### src/rtl/text_fill_engine.sv
// Text RAM fill engine: walks every character cell of a COLS x ROWS screen,
// writing either a constant fill or a row-shaded running-character pattern.
module text_fill_engine #(
    parameter int COLS    = 120,
    parameter int ROWS    = 61,
    parameter int ADDR_W  = 13,
    parameter int COLOR_W = 4,
    parameter int BLINK_W = 2,
    localparam int DATA_W = BLINK_W + 2*COLOR_W + 8
) (
    input  logic               clk50,
    input  logic               Reset,
    input  logic               Start,
    input  logic               Stop,
    input  logic [1:0]         Mode,
    input  logic [7:0]         FillChar,
    input  logic [COLOR_W-1:0] FillFG,
    input  logic [COLOR_W-1:0] FillBG,
    input  logic [BLINK_W-1:0] FillBlink,
    input  logic [7:0]         SeedChar,
    output logic               Busy,
    output logic               Done,
    output logic [ADDR_W-1:0]  WAddr,
    output logic [DATA_W-1:0]  WData,
    output logic               Write,
    output logic [15:0]        Frame
);
    localparam int COL_W = (COLS > 1) ? $clog2(COLS) : 1;
    localparam int ROW_W = (ROWS > 1) ? $clog2(ROWS) : 1;

    if (COLS*ROWS > 2**ADDR_W) begin : g_addr_too_small
        $error("text_fill_engine: COLS*ROWS does not fit in ADDR_W address bits");
    end

    typedef enum logic [2:0] {S_IDLE, S_SETUP, S_DATA, S_WRITE, S_ADVANCE} state_t;

    state_t              r_state;
    logic [1:0]          r_mode;
    logic [7:0]          r_fchar, r_seed, r_char;
    logic [COLOR_W-1:0]  r_fg, r_bg;
    logic [BLINK_W-1:0]  r_blink;
    logic [COL_W-1:0]    r_col;
    logic [ROW_W-1:0]    r_row;
    logic                r_stop, r_busy, r_done, r_write;
    logic [ADDR_W-1:0]   r_waddr;
    logic [DATA_W-1:0]   r_wdata;
    logic [15:0]         r_frame;

    logic                w_cont, w_pat, w_col_wrap, w_last;
    logic [COL_W-1:0]    w_ncol;
    logic [ROW_W-1:0]    w_nrow;
    logic [7:0]          w_nchar, w_seed;

    // Pattern modes shade each row: FG counts down and BG counts up from FillBG.
    function automatic logic [DATA_W-1:0] f_cell(input logic pat, input logic [7:0] ch,
                                                 input logic [ROW_W-1:0] row);
        logic [ROW_W+COLOR_W-1:0] rx;
        logic [COLOR_W-1:0]       rlo, fg, bg;
        rx  = {{COLOR_W{1'b0}}, row};
        rlo = rx[COLOR_W-1:0];
        fg  = pat ? ({COLOR_W{1'b1}} - rlo) : r_fg;
        bg  = pat ? (rlo + r_bg) : r_bg;
        return {r_blink, bg, fg, ch};
    endfunction

    assign w_cont     = (r_mode == 2'd2);
    assign w_pat      = (r_mode == 2'd1) || w_cont;
    assign w_col_wrap = (r_col == COL_W'(COLS-1));
    assign w_last     = w_col_wrap && (r_row == ROW_W'(ROWS-1));
    assign w_ncol     = w_col_wrap ? '0 : r_col + COL_W'(1);
    assign w_nrow     = w_col_wrap ? r_row + ROW_W'(1) : r_row;
    assign w_nchar    = w_pat ? r_char + 8'd1 : r_char;
    assign w_seed     = w_cont ? r_frame[15:8] : (w_pat ? r_seed : r_fchar);

    always_ff @(posedge clk50) begin
        if (Reset) begin
            r_state <= S_IDLE;
            r_mode  <= '0;
            r_fchar <= '0;
            r_seed  <= '0;
            r_char  <= '0;
            r_fg    <= '0;
            r_bg    <= '0;
            r_blink <= '0;
            r_col   <= '0;
            r_row   <= '0;
            r_stop  <= 1'b0;
            r_busy  <= 1'b0;
            r_done  <= 1'b0;
            r_write <= 1'b0;
            r_waddr <= '0;
            r_wdata <= '0;
            r_frame <= '0;
        end else begin
            if (r_state != S_IDLE && w_cont && Stop)
                r_stop <= 1'b1;
            case (r_state)
                S_IDLE: begin
                    r_stop <= 1'b0;
                    if (Start) begin
                        r_mode  <= Mode;
                        r_fchar <= FillChar;
                        r_fg    <= FillFG;
                        r_bg    <= FillBG;
                        r_blink <= FillBlink;
                        r_seed  <= SeedChar;
                        r_col   <= '0;
                        r_row   <= '0;
                        r_waddr <= '0;
                        r_busy  <= 1'b1;
                        r_state <= S_SETUP;
                    end
                end
                S_SETUP: begin
                    r_char  <= w_seed;
                    r_wdata <= f_cell(w_pat, w_seed, '0);
                    r_state <= S_DATA;
                end
                S_DATA: begin
                    r_write <= 1'b1;
                    r_state <= S_WRITE;
                end
                S_WRITE: begin
                    r_write <= 1'b0;
                    // Decide here so Done is visible during the final ADVANCE cycle.
                    if (w_last)
                        r_done <= !w_cont || r_stop || Stop;
                    r_state <= S_ADVANCE;
                end
                S_ADVANCE: begin
                    r_done  <= 1'b0;
                    r_col   <= w_ncol;
                    r_row   <= w_nrow;
                    r_char  <= w_nchar;
                    r_waddr <= r_waddr + ADDR_W'(1);
                    if (!w_last) begin
                        r_wdata <= f_cell(w_pat, w_nchar, w_nrow);
                        r_state <= S_DATA;
                    end else begin
                        r_frame <= r_frame + 16'd1;
                        if (r_done) begin
                            r_busy  <= 1'b0;
                            r_state <= S_IDLE;
                        end else begin
                            r_col   <= '0;
                            r_row   <= '0;
                            r_waddr <= '0;
                            r_state <= S_SETUP;
                        end
                    end
                end
                default: r_state <= S_IDLE;
            endcase
        end
    end

    assign Busy  = r_busy;
    assign Done  = r_done;
    assign WAddr = r_waddr;
    assign WData = r_wdata;
    assign Write = r_write;
    assign Frame = r_frame;
endmodule

### config.mk
export PLATFORM = sky130hd
export DESIGN_NAME = text_fill_engine
export DESIGN_NICKNAME = d
export VERILOG_FILES = /design/src/rtl/text_fill_engine.sv
export SDC_FILE = /design/constraint.sdc
export NUM_CORES = 1
export LEC_CHECK = 0
export CAP_MARGIN = 40
export CORE_MARGIN = 8
export CORE_UTILIZATION = 40
export CTS_CLUSTER_DIAMETER = 80
export CTS_CLUSTER_SIZE = 12
export DETAILED_ROUTE_END_ITERATION = 10
export GPL_ROUTABILITY_DRIVEN = 0
export PLACE_DENSITY_LB_ADDON = 0.25
export SETUP_SLACK_MARGIN = 0.5
export SLEW_MARGIN = 15
export SYNTH_ARGS = -nofsm -noshare
export SYNTH_HDL_FRONTEND = slang
export SYNTH_SLANG_ARGS = --single-unit
### constraint.sdc
create_clock -name clk50 -period 2.5 [get_ports clk50]
set_clock_uncertainty 0.1 [all_clocks]
set_input_delay 0.375 -clock clk50 [delete_from_list [all_inputs] [get_ports clk50]]
set_output_delay 0.375 -clock clk50 [all_outputs]
set_load 0.01 [all_outputs]
==> flow_summary.json, run 1 <==
{
  "critical_path.cell_chain": "ha_4 -> and4_4 -> a21oi_2 -> a21oi_2 -> inv_2 -> ha_4 -> a21oi_2 -> nand2_1 -> and3_4 -> o2111a_1 -> a211oi_2",
  "status": "complete, no violations",
  "rrSetupSlack_ns": 0.28,
  "ctsHoldBuffers": 0,
  "yosysWarningCount": 0,
  "start_util_pct": 41.1,
  "worst-path-max-fanout": 3,
  "cts_buffer_depth": 2,
  "critPathArrivalTime_ns": 2.40,
  "rsz0062_at_grt": "yes",
  "clk_latency_ns": 0.36,
  "die_h_um": 127,
  "critical_path_required_ns": 2.68,
  "nNetsFinal": 768,
  "worst_slew_pin_slew_ns": 0.727,
  "tns_ns": 0,
  "syn_area_um2": 4950,
  "fmax_mhz": 451,
  "cts_buffers": 9,
  "cp_slowest_cell": "dfxtp_2",
  "grt_overflow_total": 0,
  "hpwl_um": 9390,
  "maxCapViolCount": 0,
  "seq_area_frac_synth_pct": 41.6,
  "critPathCaptureType": "flop",
  "drive_gt1_share_pct": 25.6,
  "cts-root-buf": "clkbuf_16",
  "criticalPathCategory": "reg2reg",
  "core_area_um2": 12100,
  "cts.sinks": 103,
  "grt_pass1_vias": 4948,
  "clk_pin_slew_ns": 0.07,
  "cp_top_family": "compound AO/OA/AOI/OAI gates",
  "diodes": 0,
  "cts_tree": "built",
  "path_buf_inv": 1,
  "yosysTopAreaCellShare_pct": 41.6,
  "grt_pass1_wl_um": 23900,
  "grt_max_degree": 87,
  "power.density_nw_per_um2": 533,
  "dpl_cell_area_um2": 6060,
  "first_iter_violations": 350,
  "syn2layout_area_growth_pct": 46.3,
  "wl_per_cell_um": 17.1,
  "postRouteAntennaNets": 0,
  "grt_usage_pct": 18.2,
  "synth_edf_count": 0,
  "num_rows": 40,
  "io_buffers": 81,
  "die_width_um": 127,
  "syn_avg_cell_area_um2": 8.15,
  "synth_ff_type": "dfxtp_1",
  "synth.area.top_cells": "dfxtp_1 42%, nand2_1 8.6%, a21oi_1 7.6%, nand3_1 3.0%, nor2_1 3.0%",
  "path_common_cell": "a21oi_2",
  "cp-start-kind": "flop",
  "hold_viol_final": 0,
  "drc": 0,
  "viasPerCell": 5.56,
  "antenna_found_initial": 0,
  "peakVddDrop_uv": 347,
  "ys_ff_latch": 103,
  "period_minus_slack_ns": 2.22,
  "yosysUniqueCellTypes": 57,
  "hold_path_class": "reg2reg",
  "htreeDepth": 3,
  "ioPinCount": 82,
  "ys_async_sr_fraction_pct": 0,
  "yosysTopAreaCell": "dfxtp_1",
  "critPathMaxStageDelay_ns": 0.35,
  "drtPass1Iterations": 5,
  "syn_inst": 608,
  "wirelength_um": 15400,
  "fin_crit_sh_pct": 88.8,
  "slew_headroom_pct": 51.4,
  "dr_total_vias": 4995,
  "drv_slew": 0,
  "synth_nets": 651,
  "stdcell_area_um2": 7250,
  "die_area_um2": 16200,
  "p_leak_nw": 2.69,
  "setup_viol": 0
}
==> path summary, 6_finish.rpt <==
kind | cells past startpoint | end | from
worst min-delay path | 2 | r_seed[5] | r_seed[5]
worst max-delay path | 11 | WData[15] | r_col[1]
worst max register to register | 11 | WData[15] | r_col[1]
worst min register to register | 2 | r_seed[5] | r_seed[5]
==> Yosys cell counts (2+ instances only) <==
cell type	n
mux2i_1	12
inv_1	11
nor2_1	39
a31oi_1	2
or4_1	3
o21a_1	3
o211ai_1	6
a21oi_1	75
and2_1	3
nand3b_1	4
clkbuf_1	28
nand4_4	2
and4_1	5
o31ai_1	4
a221o_1	2
xor2_1	8
nor4_4	2
nand4_1	5
o21ai_1	5
dfxtp_1	103
o211a_1	4
nand4b_1	2
nor2b_1	3
buf_2	4
a311oi_1	6
nor3b_1	3
a21o_1	3
xnor2_1	14
nand3_1	30
a211oi_1	4
nand2b_1	5
nor3_1	17
nor4_2	5
and3_1	4
nand2_1	113
o21ai_0	25
ha_1	10
nor4_1	3
or3_1	6
buf_1	4
a22oi_1	5
==> state kept, by name, indices dropped and copies added, names as in the netlist, 4 cells and up <==
| register | cells |
|---|---|
| Frame | 16 |
| r_char | 8 |
| WData | 18 |
| r_col | 7 |
| r_fchar | 8 |
| r_seed | 8 |
| r_bg | 4 |
| r_row | 6 |
| WAddr | 13 |
| r_fg | 4 |
==> cell type report <==
type	instances	area, um2
clock inverter	7	77.6
timing repair buffer	139	1330
multi-input combinational	461	3280
fill	993	4810
inverter	11	46.3
tap	168	210
sequential	103	2080
clock buffer	9	225
==> through the flow <==
step | util, % | total power [mW] | worst slack (ns) | hold slack (ns) | std cells
2_1_floorplan | - | 2.12 | 0.317 | 0.331 | 608
3_3_place_gp | 50.2 | 2.32 | 0.151 | 0.341 | 839
3_5_place_dp | 50.2 | 2.33 | 0.132 | 0.347 | 839
4_1_cts | 56.7 | 3.82 | 0.281 | 0.357 | 889
5_1_grt | 60.1 | 4.02 | 0.167 | 0.375 | 898
6_report | 60.1 | 3.87 | 0.281 | 0.355 | 898
==> layout by cell type (no fill, tap or decap), types with 7 or more instances in the layout <==
| cell | count |
|---|---|
| nor2_1 | 31 |
| inv_1 | 8 |
| buf_6 | 18 |
| dfxtp_1 | 92 |
| o21ai_0 | 14 |
| a21oi_1 | 56 |
| nand3_1 | 27 |
| o21ai_1 | 14 |
| buf_4 | 38 |
| nor3_1 | 12 |
| clkdlybuf4s50_1 | 80 |
| a21oi_2 | 19 |
| xnor2_1 | 12 |
| clkbuf_16 | 9 |
| xor2_1 | 8 |
| nor4_4 | 7 |
| dfxtp_2 | 9 |
| mux2i_1 | 12 |
| nand2_2 | 7 |
| nand2_1 | 104 |
==> power by group <==
| group | internal [mW] | leakage, nW | switching (mW) |
|---|---|---|---|
| clock network | 0.789 | 0.152 | 0.666 |
| logic | 0.286 | 1.69 | 0.344 |
| registers | 1.71 | 0.842 | 0.0647 |
| total | 2.79 | 2.69 | 1.07 |
==> metal layers <==
| metal | global-route usage (%) | vias up | part of all wire (%) |
|---|---|---|---|
| met1 | 20.9 | 2368 | 42 |
| met4 | 7.35 | 0 | 3.2 |
| met5 | 0 | - | 0 |
| met2 | 30.3 | 184 | 48 |
| li1 | - | 2397 | - |
| met3 | 6.16 | 46 | 6.9 |
==> repair_timing <==
item	in CTS	in global routing
gates cloned	4	1
setup buffers	30	8
endpoints found under the hold margin	0	0
endpoints found under the setup margin	50	84
gates resized for setup	57	83
pin swaps	29	46
==> worst reg2reg max path, delay by kind of cell (launching register included) <==
family | cells | cell delay, ns
compound gates | 5 | 0.74
simple gates | 3 | 0.51
flops | 1 | 0.35
fa+ha+maj | 2 | 0.33
buf+inv | 1 | 0.10
==> cell families (layout without fill, tap and decap cells) <==
group | count (synthesis) | after routing | synth area share (%)
AO/OA/AOI/OAI | 150 | 151 | 18.0
XOR/XNOR | 22 | 22 | 3.89
adder cells (fa/ha/maj) | 11 | 11 | 2.93
buffers and inverters | 47 | 166 | 3.66
flip-flops | 103 | 103 | 41.6
multiplexers | 13 | 13 | 2.65
AND/OR/NAND/NOR | 262 | 264 | 27.2
(Power assumes the default switching activity.)
==> run 2: changes to the inputs <==
--- a/constraint.sdc
+++ b/constraint.sdc
@@ -3,3 +3,3 @@
 set_input_delay 0.375 -clock clk50 [delete_from_list [all_inputs] [get_ports clk50]]
 set_output_delay 0.375 -clock clk50 [all_outputs]
-set_load 0.01 [all_outputs]
+set_load 0.05 [all_outputs]
==> run 2 against run 1 <==
Design area decreased by 1.1%. Cell count decreased by 0.33%. First-iteration DRC count decreased by 8.0%. Core utilization decreased by 0.64 points. Total power decreased by 2.7%. Worst hold slack improved by 0.0020 ns. Die area unchanged. Register-to-register slack got worse by 0.07 ns. Non-clock buffer count decreased by 1. Largest cell class unchanged.
==> flow_summary.json, run 2 (synthesized netlist as in run 1, its figures left out) <==
{
  "status": "complete, no violations",
  "die_h_um": 127,
  "slew_headroom_pct": 46.7,
  "syn2layout_area_growth_pct": 44.7,
  "clk_pin_slew_ns": 0.07,
  "worst-path-max-fanout": 4,
  "grt_pass1_vias": 4911,
  "dp.cells": 841,
  "antenna_found_initial": 0,
  "tns_ns": 0,
  "cts-root-buf": "clkbuf_16",
  "p_leak_nw": 2.99,
  "hpwl_um": 9660,
  "io_buffers": 81,
  "final_cell_mix": "101 x nand2_1, 91 x dfxtp_1, 57 x a21oi_1, 39 x clkdlybuf4s50_1, 33 x nor2_1",
  "viasPerCell": 5.48,
  "cts_buffers": 9,
  "die_width_um": 127,
  "cts.sinks": 103,
  "grt_overflow_total": 0,
  "cts_tree": "built",
  "dp_slack_ns": 0.0791,
  "maxCapViolCount": 0,
  "diodes": 0,
  "min_to": "r_fg[0]",
  "largest_reg_flops": 18,
  "critical_path_required_ns": 2.68,
  "die_area_um2": 16200,
  "power.total_mw": 3.76,
  "fin_crit_sh_pct": 91.6,
  "reg2reg_to": "WData[15]",
  "period_minus_slack_ns": 2.29,
  "rsz0062_at_grt": "yes",
  "min_from": "r_fg[0]",
  "ioPinCount": 82,
  "peakVddDrop_uv": 307,
  "grt_pass1_wl_um": 23800,
  "num_rows": 40,
  "fin_cells": 895,
  "drive_gt1_share_pct": 24.3,
  "hold_viol_final": 0,
  "fin_ws_ns": 0.210,
  "drtPass1Iterations": 5,
  "wl_per_cell_um": 16.9,
  "start_util_pct": 41.1,
  "critPathCaptureType": "flop",
  "fmax_mhz": 437,
  "final_common_cell": "nand2_1",
  "worst_slew_pin_slew_ns": 0.797,
  "cp-start-kind": "flop",
  "critPathArrivalTime_ns": 2.47,
  "grt_max_degree": 60,
  "setup_viol": 0,
  "htreeDepth": 3,
  "ctsHoldBuffers": 0,
  "wirelength_um": 15100,
  "drv_slew": 0,
  "cts_buffer_depth": 2,
  "power.density_nw_per_um2": 524,
  "n_fill_cell": 1031,
  "grt_usage_pct": 17.9,
  "clk_latency_ns": 0.35,
  "nNetsFinal": 766,
  "first_iter_violations": 322,
  "dr_total_vias": 4903,
  "criticalPathCategory": "reg2reg",
  "postRouteAntennaNets": 0,
  "timing.rr.start": "r_col[6]",
  "worstRegToRegCells": 9,
  "hold_path_class": "reg2reg",
  "drc": 0,
  "rrSetupSlack_ns": 0.21,
  "core_area_um2": 12100,
  "holdPathStages": 2
}
## run 2: cell count changes in the layout (fill, tap and decap cells not counted), sizes merged
cell / before / now
clkbuf: 9 / 14
clkinv: 3 / 1
buf: 59 / 58
inv: 14 / 11
dlymetal6s2s: 0 / 11
bufinv: 1 / 0
dlygate4sd2: 0 / 30
clkdlybuf4s50: 80 / 39
a21o: 4 / 3
## run 2: final cells by class
| cell class | instances | area (um2) | area share [%] |
|---|---|---|---|
| Sequential cell | 103 | 2080 | 29.1 |
| Inverter | 11 | 46.3 | 0.646 |
| Tap cell | 168 | 210 | 2.93 |
| Multi-Input combinational cell | 460 | 3210 | 44.8 |
| Clock inverter | 1 | 5.00 | 0.0698 |
| Timing Repair Buffer | 138 | 1360 | 19.0 |
| Clock buffer | 14 | 254 | 3.54 |
## run 2: worst max-delay path by stage
stage,start,end,slack [ns],cells after the start
after detailed placement,r_col[3],WData[15],0.08,10
after global routing,r_col[6],WData[15],0.11,10
after CTS,r_col[0],WData[15],0.27,10
after floorplan,r_col[1],WData[15],0.32,10
after global placement,r_col[3],WData[15],0.14,10
final,r_col[6],WData[15],0.21,9
## run 2: critical path: stages, from the launching register on
cell,delay (ns)
dfxtp_1,0.41
nor2b_1,0.37
nand3_4,0.15
xnor2_4,0.21
ha_4,0.24
a21oi_2,0.11
nand2_1,0.08
and3_1,0.17
o2111a_1,0.24
a211oi_2,0.13
## run 2: through the flow
stage	util (%)	cell area, um2	hold WS [ns]
detailed placement	50.3	6060	0.347
floorplan	-	5050	0.331
global placement	50.3	6060	0.341
finish	59.4	7170	0.357
CTS	56.1	6770	0.327
global route	59.4	7170	0.374
## run 2: repair_timing
item,4_1_cts,5_1_grt
buffers inserted,29,6
resized for setup,79,94
cloned,2,2
endpoints found under the setup margin,78,95
pin swaps,26,41
## run 2: report_power, final
part / leakage [nW] / switching (mW) / internal, mW
clock: 0.127 / 0.599 / 0.698
sequential: 0.842 / 0.0606 / 1.71
combinational: 2.02 / 0.408 / 0.279
total: 2.99 / 1.07 / 2.69
## run 2: layer usage
metal / part of all wire (%) / vias up / track usage [%]
met2: 50 / 160 / 30.9
met5: 0 / - / 0
met3: 6.8 / 30 / 5.20
met1: 41 / 2326 / 20.7
met4: 2.1 / 0 / 6.37
li1: - / 2387 / -
